**src/rtl/pe_pkg.sv**
```systemverilog
// -----------------------------------------------------------------------------
// pe_pkg
// Shared definitions for the PE operand sequencer: default sizes, the operand
// word type and the sequencer state encoding.
// -----------------------------------------------------------------------------
package pe_pkg;

    localparam int DEF_DATA_BITWIDTH = 16;
    localparam int DEF_SPAD_DEPTH    = 12;

    typedef logic [DEF_DATA_BITWIDTH-1:0] data_t;

    typedef enum logic [2:0] {
        IDLE    = 3'd0,
        LOAD_W  = 3'd1,
        LOAD_A  = 3'd2,
        LOAD_P  = 3'd3,
        COMPUTE = 3'd4,
        WAIT    = 3'd5,
        DRAIN   = 3'd6
    } state_t;

endpackage

```
**src/rtl/pe_spad.sv**
```systemverilog
// -----------------------------------------------------------------------------
// pe_spad
// Small scratchpad: one synchronous write port, one asynchronous read port.
// Contents are intentionally not reset.
//   clk      : write clock
//   wr_en    : write strobe
//   wr_addr  : write address
//   wr_data  : write data
//   rd_addr  : read address (combinational read)
//   rd_data  : read data, zero for an out-of-range address
// -----------------------------------------------------------------------------
module pe_spad #(
    parameter int DEPTH  = 12,
    parameter int WIDTH  = 16,
    parameter int ADDR_W = $clog2(DEPTH)
) (
    input  logic              clk,
    input  logic              wr_en,
    input  logic [ADDR_W-1:0] wr_addr,
    input  logic [WIDTH-1:0]  wr_data,
    input  logic [ADDR_W-1:0] rd_addr,
    output logic [WIDTH-1:0]  rd_data
);

    localparam logic [ADDR_W:0]  DEPTH_C = (ADDR_W+1)'(DEPTH);
    localparam logic [WIDTH-1:0] ZERO_C  = {WIDTH{1'b0}};

    logic [WIDTH-1:0] mem_r [DEPTH];
    logic             wr_ok_s;
    logic             rd_ok_s;

    // Guard both ports against addresses beyond the physical depth.
    always_comb begin
        wr_ok_s = ({1'b0, wr_addr} < DEPTH_C);
        rd_ok_s = ({1'b0, rd_addr} < DEPTH_C);
    end

    // Storage write.
    always_ff @(posedge clk) begin
        if (wr_en && wr_ok_s) begin
            mem_r[wr_addr] <= wr_data;
        end
    end

    // Asynchronous read.
    always_comb begin
        if (rd_ok_s) begin
            rd_data = mem_r[rd_addr];
        end else begin
            rd_data = ZERO_C;
        end
    end

endmodule

```
**src/rtl/pe_mac_sequencer.sv**
```systemverilog
// -----------------------------------------------------------------------------
// pe_mac_sequencer
// Operand sequencer in front of the PE multiply-accumulate unit. Loads a row of
// weights (optionally reused across jobs), then per window loads activations
// and an incoming psum, issues cfg_len back-to-back MACs feeding each MAC
// result back as the next sum, and emits the final psum on a valid/ready port.
//   clk, reset                       : clock, async active-low reset
//   start, cfg_len, cfg_windows,
//   cfg_load_wght                    : job launch and configuration
//   wght_*, act_*, psum_in_*         : input streams (valid/ready)
//   mac_a, mac_w, mac_sum, mac_en    : MAC operands and enable
//   mac_out                          : registered MAC result (1-cycle latency)
//   psum_out_*                       : finished psum (valid/ready)
//   busy, done                       : status
// -----------------------------------------------------------------------------
module pe_mac_sequencer
    import pe_pkg::*;
#(
    parameter int DATA_BITWIDTH    = DEF_DATA_BITWIDTH,
    parameter int MAC_OUT_BITWIDTH = 2*DATA_BITWIDTH,
    parameter int SPAD_DEPTH       = DEF_SPAD_DEPTH,
    parameter int LEN_W            = $clog2(SPAD_DEPTH+1),
    parameter int WIN_W            = 8
) (
    input  logic                        clk,
    input  logic                        reset,
    input  logic                        start,
    input  logic [LEN_W-1:0]            cfg_len,
    input  logic [WIN_W-1:0]            cfg_windows,
    input  logic                        cfg_load_wght,
    input  logic [DATA_BITWIDTH-1:0]    wght_in,
    input  logic                        wght_valid,
    output logic                        wght_ready,
    input  logic [DATA_BITWIDTH-1:0]    act_in,
    input  logic                        act_valid,
    output logic                        act_ready,
    input  logic [DATA_BITWIDTH-1:0]    psum_in,
    input  logic                        psum_in_valid,
    output logic                        psum_in_ready,
    output logic [DATA_BITWIDTH-1:0]    mac_a,
    output logic [DATA_BITWIDTH-1:0]    mac_w,
    output logic [DATA_BITWIDTH-1:0]    mac_sum,
    output logic                        mac_en,
    input  logic [MAC_OUT_BITWIDTH-1:0] mac_out,
    output logic [DATA_BITWIDTH-1:0]    psum_out,
    output logic                        psum_out_valid,
    input  logic                        psum_out_ready,
    output logic                        busy,
    output logic                        done
);

    localparam int                       ADDR_W    = $clog2(SPAD_DEPTH);
    localparam logic [DATA_BITWIDTH-1:0] DATA_ZERO = {DATA_BITWIDTH{1'b0}};
    localparam logic [LEN_W-1:0]         LEN_ZERO  = {LEN_W{1'b0}};
    localparam logic [LEN_W-1:0]         LEN_ONE   = LEN_W'(1);
    localparam logic [LEN_W-1:0]         LEN_MAX   = LEN_W'(SPAD_DEPTH);
    localparam logic [WIN_W-1:0]         WIN_ZERO  = {WIN_W{1'b0}};
    localparam logic [WIN_W-1:0]         WIN_ONE   = WIN_W'(1);

    state_t                     state_r, state_nxt_s;
    logic [LEN_W-1:0]           idx_r, idx_nxt_s;
    logic [WIN_W-1:0]           win_cnt_r, win_cnt_nxt_s, win_inc_s;
    logic [LEN_W-1:0]           len_r;
    logic [WIN_W-1:0]           win_r;
    logic [DATA_BITWIDTH-1:0]   psum_reg_r;
    logic [DATA_BITWIDTH-1:0]   psum_out_r;
    logic                       cfg_legal_s;
    logic                       idx_last_s;
    logic                       launch_s;
    logic                       wspad_we_s, aspad_we_s, psum_ld_s, last_hs_s;
    logic [DATA_BITWIDTH-1:0]   w_rd_s, a_rd_s;
    logic [DATA_BITWIDTH-1:0]   mac_sum_s;
    logic                       wght_ready_r, act_ready_r, psum_in_ready_r;
    logic                       mac_en_r, psum_out_valid_r, busy_r, done_r;
    logic [DATA_BITWIDTH-1:0]   mac_a_r, mac_w_r;
    logic                       mac_out_hi_unused_s;

    // Only the low word of the MAC result is used; the upper half is dropped (modular wrap).
    assign mac_out_hi_unused_s = ^mac_out[MAC_OUT_BITWIDTH-1:DATA_BITWIDTH];

    // Launch qualification: a start with a zero or oversized length, or zero windows, is dropped.
    always_comb begin
        cfg_legal_s = (cfg_len != LEN_ZERO) && (cfg_len <= LEN_MAX) && (cfg_windows != WIN_ZERO);
        launch_s    = (state_r == IDLE) && start && cfg_legal_s;
        idx_last_s  = (idx_r == (len_r - LEN_ONE));
        win_inc_s   = win_cnt_r + WIN_ONE;
    end

    // Next-state, index and window-count logic.
    always_comb begin
        state_nxt_s   = state_r;
        idx_nxt_s     = idx_r;
        win_cnt_nxt_s = win_cnt_r;
        wspad_we_s    = 1'b0;
        aspad_we_s    = 1'b0;
        psum_ld_s     = 1'b0;
        last_hs_s     = 1'b0;
        case (state_r)
            IDLE: begin
                if (launch_s) begin
                    idx_nxt_s     = LEN_ZERO;
                    win_cnt_nxt_s = WIN_ZERO;
                    state_nxt_s   = cfg_load_wght ? LOAD_W : LOAD_A;
                end else begin
                    state_nxt_s = IDLE;
                end
            end
            LOAD_W: begin
                if (wght_valid && wght_ready_r) begin
                    wspad_we_s = 1'b1;
                    if (idx_last_s) begin
                        idx_nxt_s   = LEN_ZERO;
                        state_nxt_s = LOAD_A;
                    end else begin
                        idx_nxt_s = idx_r + LEN_ONE;
                    end
                end else begin
                    state_nxt_s = LOAD_W;
                end
            end
            LOAD_A: begin
                if (act_valid && act_ready_r) begin
                    aspad_we_s = 1'b1;
                    if (idx_last_s) begin
                        idx_nxt_s   = LEN_ZERO;
                        state_nxt_s = LOAD_P;
                    end else begin
                        idx_nxt_s = idx_r + LEN_ONE;
                    end
                end else begin
                    state_nxt_s = LOAD_A;
                end
            end
            LOAD_P: begin
                if (psum_in_valid && psum_in_ready_r) begin
                    psum_ld_s   = 1'b1;
                    idx_nxt_s   = LEN_ZERO;
                    state_nxt_s = COMPUTE;
                end else begin
                    state_nxt_s = LOAD_P;
                end
            end
            COMPUTE: begin
                if (idx_last_s) begin
                    idx_nxt_s   = LEN_ZERO;
                    state_nxt_s = WAIT;
                end else begin
                    idx_nxt_s = idx_r + LEN_ONE;
                end
            end
            WAIT: begin
                state_nxt_s = DRAIN;
            end
            DRAIN: begin
                if (psum_out_valid_r && psum_out_ready) begin
                    win_cnt_nxt_s = win_inc_s;
                    if (win_inc_s == win_r) begin
                        last_hs_s   = 1'b1;
                        state_nxt_s = IDLE;
                    end else begin
                        state_nxt_s = LOAD_A;
                    end
                end else begin
                    state_nxt_s = DRAIN;
                end
            end
            default: begin
                state_nxt_s   = IDLE;
                idx_nxt_s     = LEN_ZERO;
                win_cnt_nxt_s = WIN_ZERO;
            end
        endcase
    end

    // State, counters and latched job configuration.
    always_ff @(posedge clk or negedge reset) begin
        if (!reset) begin
            state_r   <= IDLE;
            idx_r     <= LEN_ZERO;
            win_cnt_r <= WIN_ZERO;
            len_r     <= LEN_ZERO;
            win_r     <= WIN_ZERO;
        end else begin
            state_r   <= state_nxt_s;
            idx_r     <= idx_nxt_s;
            win_cnt_r <= win_cnt_nxt_s;
            if (launch_s) begin
                len_r <= cfg_len;
                win_r <= cfg_windows;
            end
        end
    end

    // Incoming psum register and output psum capture (final MAC result is visible in WAIT).
    always_ff @(posedge clk or negedge reset) begin
        if (!reset) begin
            psum_reg_r <= DATA_ZERO;
            psum_out_r <= DATA_ZERO;
        end else begin
            if (psum_ld_s) begin
                psum_reg_r <= psum_in;
            end
            if (state_r == WAIT) begin
                psum_out_r <= mac_out[DATA_BITWIDTH-1:0];
            end
        end
    end

    pe_spad #(
        .DEPTH  (SPAD_DEPTH),
        .WIDTH  (DATA_BITWIDTH),
        .ADDR_W (ADDR_W)
    ) u_wspad (
        .clk     (clk),
        .wr_en   (wspad_we_s),
        .wr_addr (idx_r[ADDR_W-1:0]),
        .wr_data (wght_in),
        .rd_addr (idx_nxt_s[ADDR_W-1:0]),
        .rd_data (w_rd_s)
    );

    pe_spad #(
        .DEPTH  (SPAD_DEPTH),
        .WIDTH  (DATA_BITWIDTH),
        .ADDR_W (ADDR_W)
    ) u_aspad (
        .clk     (clk),
        .wr_en   (aspad_we_s),
        .wr_addr (idx_r[ADDR_W-1:0]),
        .wr_data (act_in),
        .rd_addr (idx_nxt_s[ADDR_W-1:0]),
        .rd_data (a_rd_s)
    );

    // Handshake, status and operand outputs are registered from the next state,
    // so each one always matches the state it is presented in. Operands are
    // read from the scratchpads at the next index.
    always_ff @(posedge clk or negedge reset) begin
        if (!reset) begin
            wght_ready_r     <= 1'b0;
            act_ready_r      <= 1'b0;
            psum_in_ready_r  <= 1'b0;
            mac_en_r         <= 1'b0;
            mac_a_r          <= DATA_ZERO;
            mac_w_r          <= DATA_ZERO;
            psum_out_valid_r <= 1'b0;
            busy_r           <= 1'b0;
            done_r           <= 1'b0;
        end else begin
            wght_ready_r     <= (state_nxt_s == LOAD_W);
            act_ready_r      <= (state_nxt_s == LOAD_A);
            psum_in_ready_r  <= (state_nxt_s == LOAD_P);
            mac_en_r         <= (state_nxt_s == COMPUTE);
            mac_a_r          <= (state_nxt_s == COMPUTE) ? a_rd_s : DATA_ZERO;
            mac_w_r          <= (state_nxt_s == COMPUTE) ? w_rd_s : DATA_ZERO;
            psum_out_valid_r <= (state_nxt_s == DRAIN);
            busy_r           <= (state_nxt_s != IDLE);
            done_r           <= last_hs_s;
        end
    end

    // Sum operand: the loaded psum for the first MAC, then the MAC's own
    // previous result (combinational, relies on its 1-cycle registered latency).
    always_comb begin
        if (state_r == COMPUTE) begin
            if (idx_r == LEN_ZERO) begin
                mac_sum_s = psum_reg_r;
            end else begin
                mac_sum_s = mac_out[DATA_BITWIDTH-1:0];
            end
        end else begin
            mac_sum_s = DATA_ZERO;
        end
    end

    assign wght_ready     = wght_ready_r;
    assign act_ready      = act_ready_r;
    assign psum_in_ready  = psum_in_ready_r;
    assign mac_en         = mac_en_r;
    assign mac_a          = mac_a_r;
    assign mac_w          = mac_w_r;
    assign mac_sum        = mac_sum_s;
    assign psum_out       = psum_out_r;
    assign psum_out_valid = psum_out_valid_r;
    assign busy           = busy_r;
    assign done           = done_r;

endmodule

```
**config.mk**
```make
export PLATFORM = sky130hd
export DESIGN_NAME = pe_mac_sequencer
export DESIGN_NICKNAME = d
export VERILOG_FILES = /design/src/rtl/pe_pkg.sv /design/src/rtl/pe_spad.sv /design/src/rtl/pe_mac_sequencer.sv
export SDC_FILE = /design/constraint.sdc
export NUM_CORES = 1
export LEC_CHECK = 0
export CORE_UTILIZATION = 60
export DETAILED_ROUTE_END_ITERATION = 7
export PLACE_DENSITY = 0.82
export SLEW_MARGIN = 5
export SYNTH_ARGS = -nofsm -noshare
export SYNTH_HDL_FRONTEND = slang
export SYNTH_SLANG_ARGS = --single-unit
```
**constraint.sdc**
```tcl
create_clock -name clk -period 8 [get_ports clk]
set_input_delay 2 -clock clk [delete_from_list [all_inputs] [get_ports clk]]
set_output_delay 2 -clock clk [all_outputs]
set_load 0.01 [all_outputs]
```
==> results.py <==
metrics = {
    "placement": {
        "place_congestion": 0.861,
        "dp.final_hpwl_mm": 28.2,
        "portBuffers": 154,
        "dp.cells": 1950,
    },
    "cells_and_area": {
        "drive_gt1_share_pct": 12.9,
        "final_cells": 2039,
        "diodes": 0,
        "fin_util_pct": 71.6,
        "area_delta_synth_final_pct": 17.1,
        "final_common_cell": "edfxtp_1",
        "nFillCells": 2124,
        "layout.nets": 1658,
        "final_cell_mix": "edfxtp_1 (384), clkdlybuf4s50_1 (153), mux2i_1 (127)",
    },
    "status": {
        "status": "finished, final reports clean",
    },
    "worst_setup_path": {
        "cp_slowest_stage_delay_ns": 0.84,
        "slowest_stage": "nand3_1",
        "cp_top_family": "simple AND/OR/NAND/NOR gates",
        "path_class": "input pin to register",
        "worst_setup_path_end_kind": "register",
        "start_kind": "input pin",
        "worstPathCellList": "clkdlybuf4s50_1, or4_1, and3_1, a21boi_2, o21ai_1, nand2_4, nand3_1, buf_4, o22a_1, a41oi_2",
        "worstPathArrival_ns": 6.04,
        "cp.required_ns": 8.46,
        "cp.buffers_inverters": 2,
        "path_max_fanout": 19,
    },
    "synthesis": {
        "ys.flop_type": "edfxtp_1",
        "synth_fp_nets": 1518,
        "synth.avg_cell_area_sq_um": 14.6,
        "ys_ff_latch": 482,
        "seq_area_frac_synth_pct": 67.8,
        "synth_cell_types": 63,
        "syn_area_sq_um": 20600,
        "async_flop_share_pct": 20.3,
        "synth_enable_flop_cells": 384,
        "ys.warnings.count": 0,
        "netlist_instances": 1412,
    },
    "global_route": {
        "grt_max_degree": 68,
        "grt_pass1_vias": 13194,
        "antenna_found_initial": 0,
        "grt-ovfl-total": 0,
        "grt_first_pass_wirelength_mm": 75.3,
        "grt_usage_pct": 28.1,
    },
    "floorplanning": {
        "rows": 67,
        "start_util_pct": 61.2,
        "die_w_um": 187,
        "dieArea_sq_um": 35100,
        "fp.dieH_um": 187,
        "coreArea_sq_um": 33700,
        "io_pins": 171,
    },
    "power": {
        "power.total_uw": 7600,
        "vdd_drop_max_v": 0.000493,
        "power.leakage_uw": 0.00810,
        "power_density_nw_per_um2": 315,
    },
    "hold_path": {
        "hp-class": "register to register",
    },
    "detailed_routing": {
        "drtPass1Iterations": 5,
        "drt-total-wl_mm": 49.0,
        "routedWlPerCell_um": 24.0,
        "drtIter0Drc": 1661,
        "num_vias": 13157,
        "antenna_left": 0,
        "avgViaCountPerCell": 6.45,
        "drc": 0,
    },
    "timing": {
        "hold_violations": 0,
        "setup_viol_count_final": 0,
        "final.min_clock_period_ns": 5.58,
        "finalCritPeriodShare_pct": 69.7,
        "worst_slew_pin_slew_ns": 1.22,
        "setup_tns_ns": 0,
        "maxSlewHeadroom_pct": 19.0,
        "max_freq_mhz": 179,
        "finalMaxSlewViolations": 0,
        "finClkSkew_ns": 0.0168,
        "rsz0062_at_grt": "false",
        "holdWs_ns": 0.505,
    },
    "cts": {
        "cts_buffer_depth": 3,
        "cts_made_buffers": 48,
        "cts_tree": "yes",
        "post_cts_buffers": 0,
        "clkTransAtPathRegs_ns": 0.06,
        "h-tree-depth": 2,
        "clock_latency_ns": 0.57,
        "cts_root_buf": "clkbuf_16",
        "clkSinkCount": 482,
        "postCtsResizedCells": 0,
        "cts_hold_buf": 0,
    },
    "flow_run": {
        "maxCapViolCount": 0,
    },
}
[metrics by stage]
stage          area, sq um  setup WS [ns]
2_1_floorplan        20600           3.73
3_3_place_gp         22600           2.02
3_5_place_dp         22600           1.97
4_1_cts              24100           2.50
5_1_grt              24100           2.31
6_report             24100           2.42
[power by group]
part           internal (uW)  leakage [uW]  switching, uW
logic                    932       0.00260           1420
registers               2900       0.00473            139
clock network           1290      0.000773            923
[final timing paths]
check | start | endpoint | slack, ns | cells past startpoint
min in group asynchronous | reset | mac_w[2]$_DFF_PN0_ | 1.38 | 1
setup / recovery | cfg_len[1] | mac_w[1]$_DFF_PN0_ | 2.42 | 10
max in group asynchronous | reset | idx_r[2]$_DFF_PN0_ | 5.25 | 2
hold / removal | psum_out[2]$_DFFE_PN0P_ | psum_out[2]$_DFFE_PN0P_ | 0.51 | 1
setup reg to reg | idx_r[2]$_DFF_PN0_ | mac_w[1]$_DFF_PN0_ | 3.36 | 9
hold reg to reg | psum_out[2]$_DFFE_PN0P_ | psum_out[2]$_DFFE_PN0P_ | 0.51 | 1
[cells in the mapped netlist (4+ instances only)]
master    count  area share, %
buf_4         4           0.15
nand2b_1      4           0.12
and3_1       14           0.42
a21oi_1      27           0.66
o22a_1      123            5.2
buf_2        23           0.56
a41oi_2      29            2.3
nand3_1      74            1.8
nor2b_1      33            1.0
a32oi_1      30            1.3
nor2_1       59            1.1
xnor2_1       8           0.34
and2_1       10           0.30
o211ai_1      4           0.15
mux2i_1     127            6.2
inv_1        41           0.75
mux2_2       44            2.4
nand2_1      56            1.0
clkbuf_1     58            1.1
o21ai_0      47            1.1
ha_1          6           0.36
a31oi_1       4           0.12
edfxtp_1    384             56
xor2_1       10           0.42
nor3_1       40           0.97
dfrtp_1      98             12
[state kept, by name (all words and copies together) (netlist names), 8 cells and up]
| register | flops |
|---|---|
| win_r | 8 |
| psum_out | 16 |
| u_wspad.mem_r | 192 |
| win_cnt_r | 8 |
| u_aspad.mem_r | 192 |
| psum_reg_r | 16 |
| mac_w | 16 |
| mac_a | 16 |
[layout make-up]
type	instances	area [sq um]	share of cell area, %
clock buffers	73	1390	5.74
flip-flops and latches	482	14000	57.9
repair buffers	181	1740	7.21
clock inverters	16	180	0.746
inverters	44	165	0.684
multi-input cells	795	6130	25.4
well taps	448	561	2.32
[metal layers]
layer | vias up | GRT usage (%) | share of wire (%)
met5 | - | 0 | 0
met4 | 0 | 10.8 | 3.1
met3 | 140 | 5.59 | 9.2
met2 | 780 | 45.3 | 48
met1 | 6495 | 37.9 | 39
li1 | 5742 | - | -
[cells by family (layout without fill, tap and decap cells)]
family,count (synthesis),count (layout),share of synthesized area (%)
muxes,172,172,8.68
adders and majority gates,6,6,0.364
DFF,482,482,67.8
and+or+nand+nor,312,312,7.50
buffers and inverters,135,314,2.78
xor gates and xnor gates,19,19,0.898
AOI/OAI and AO/OA,286,286,11.9
Note: power is estimated with default switching activity, not from simulation.
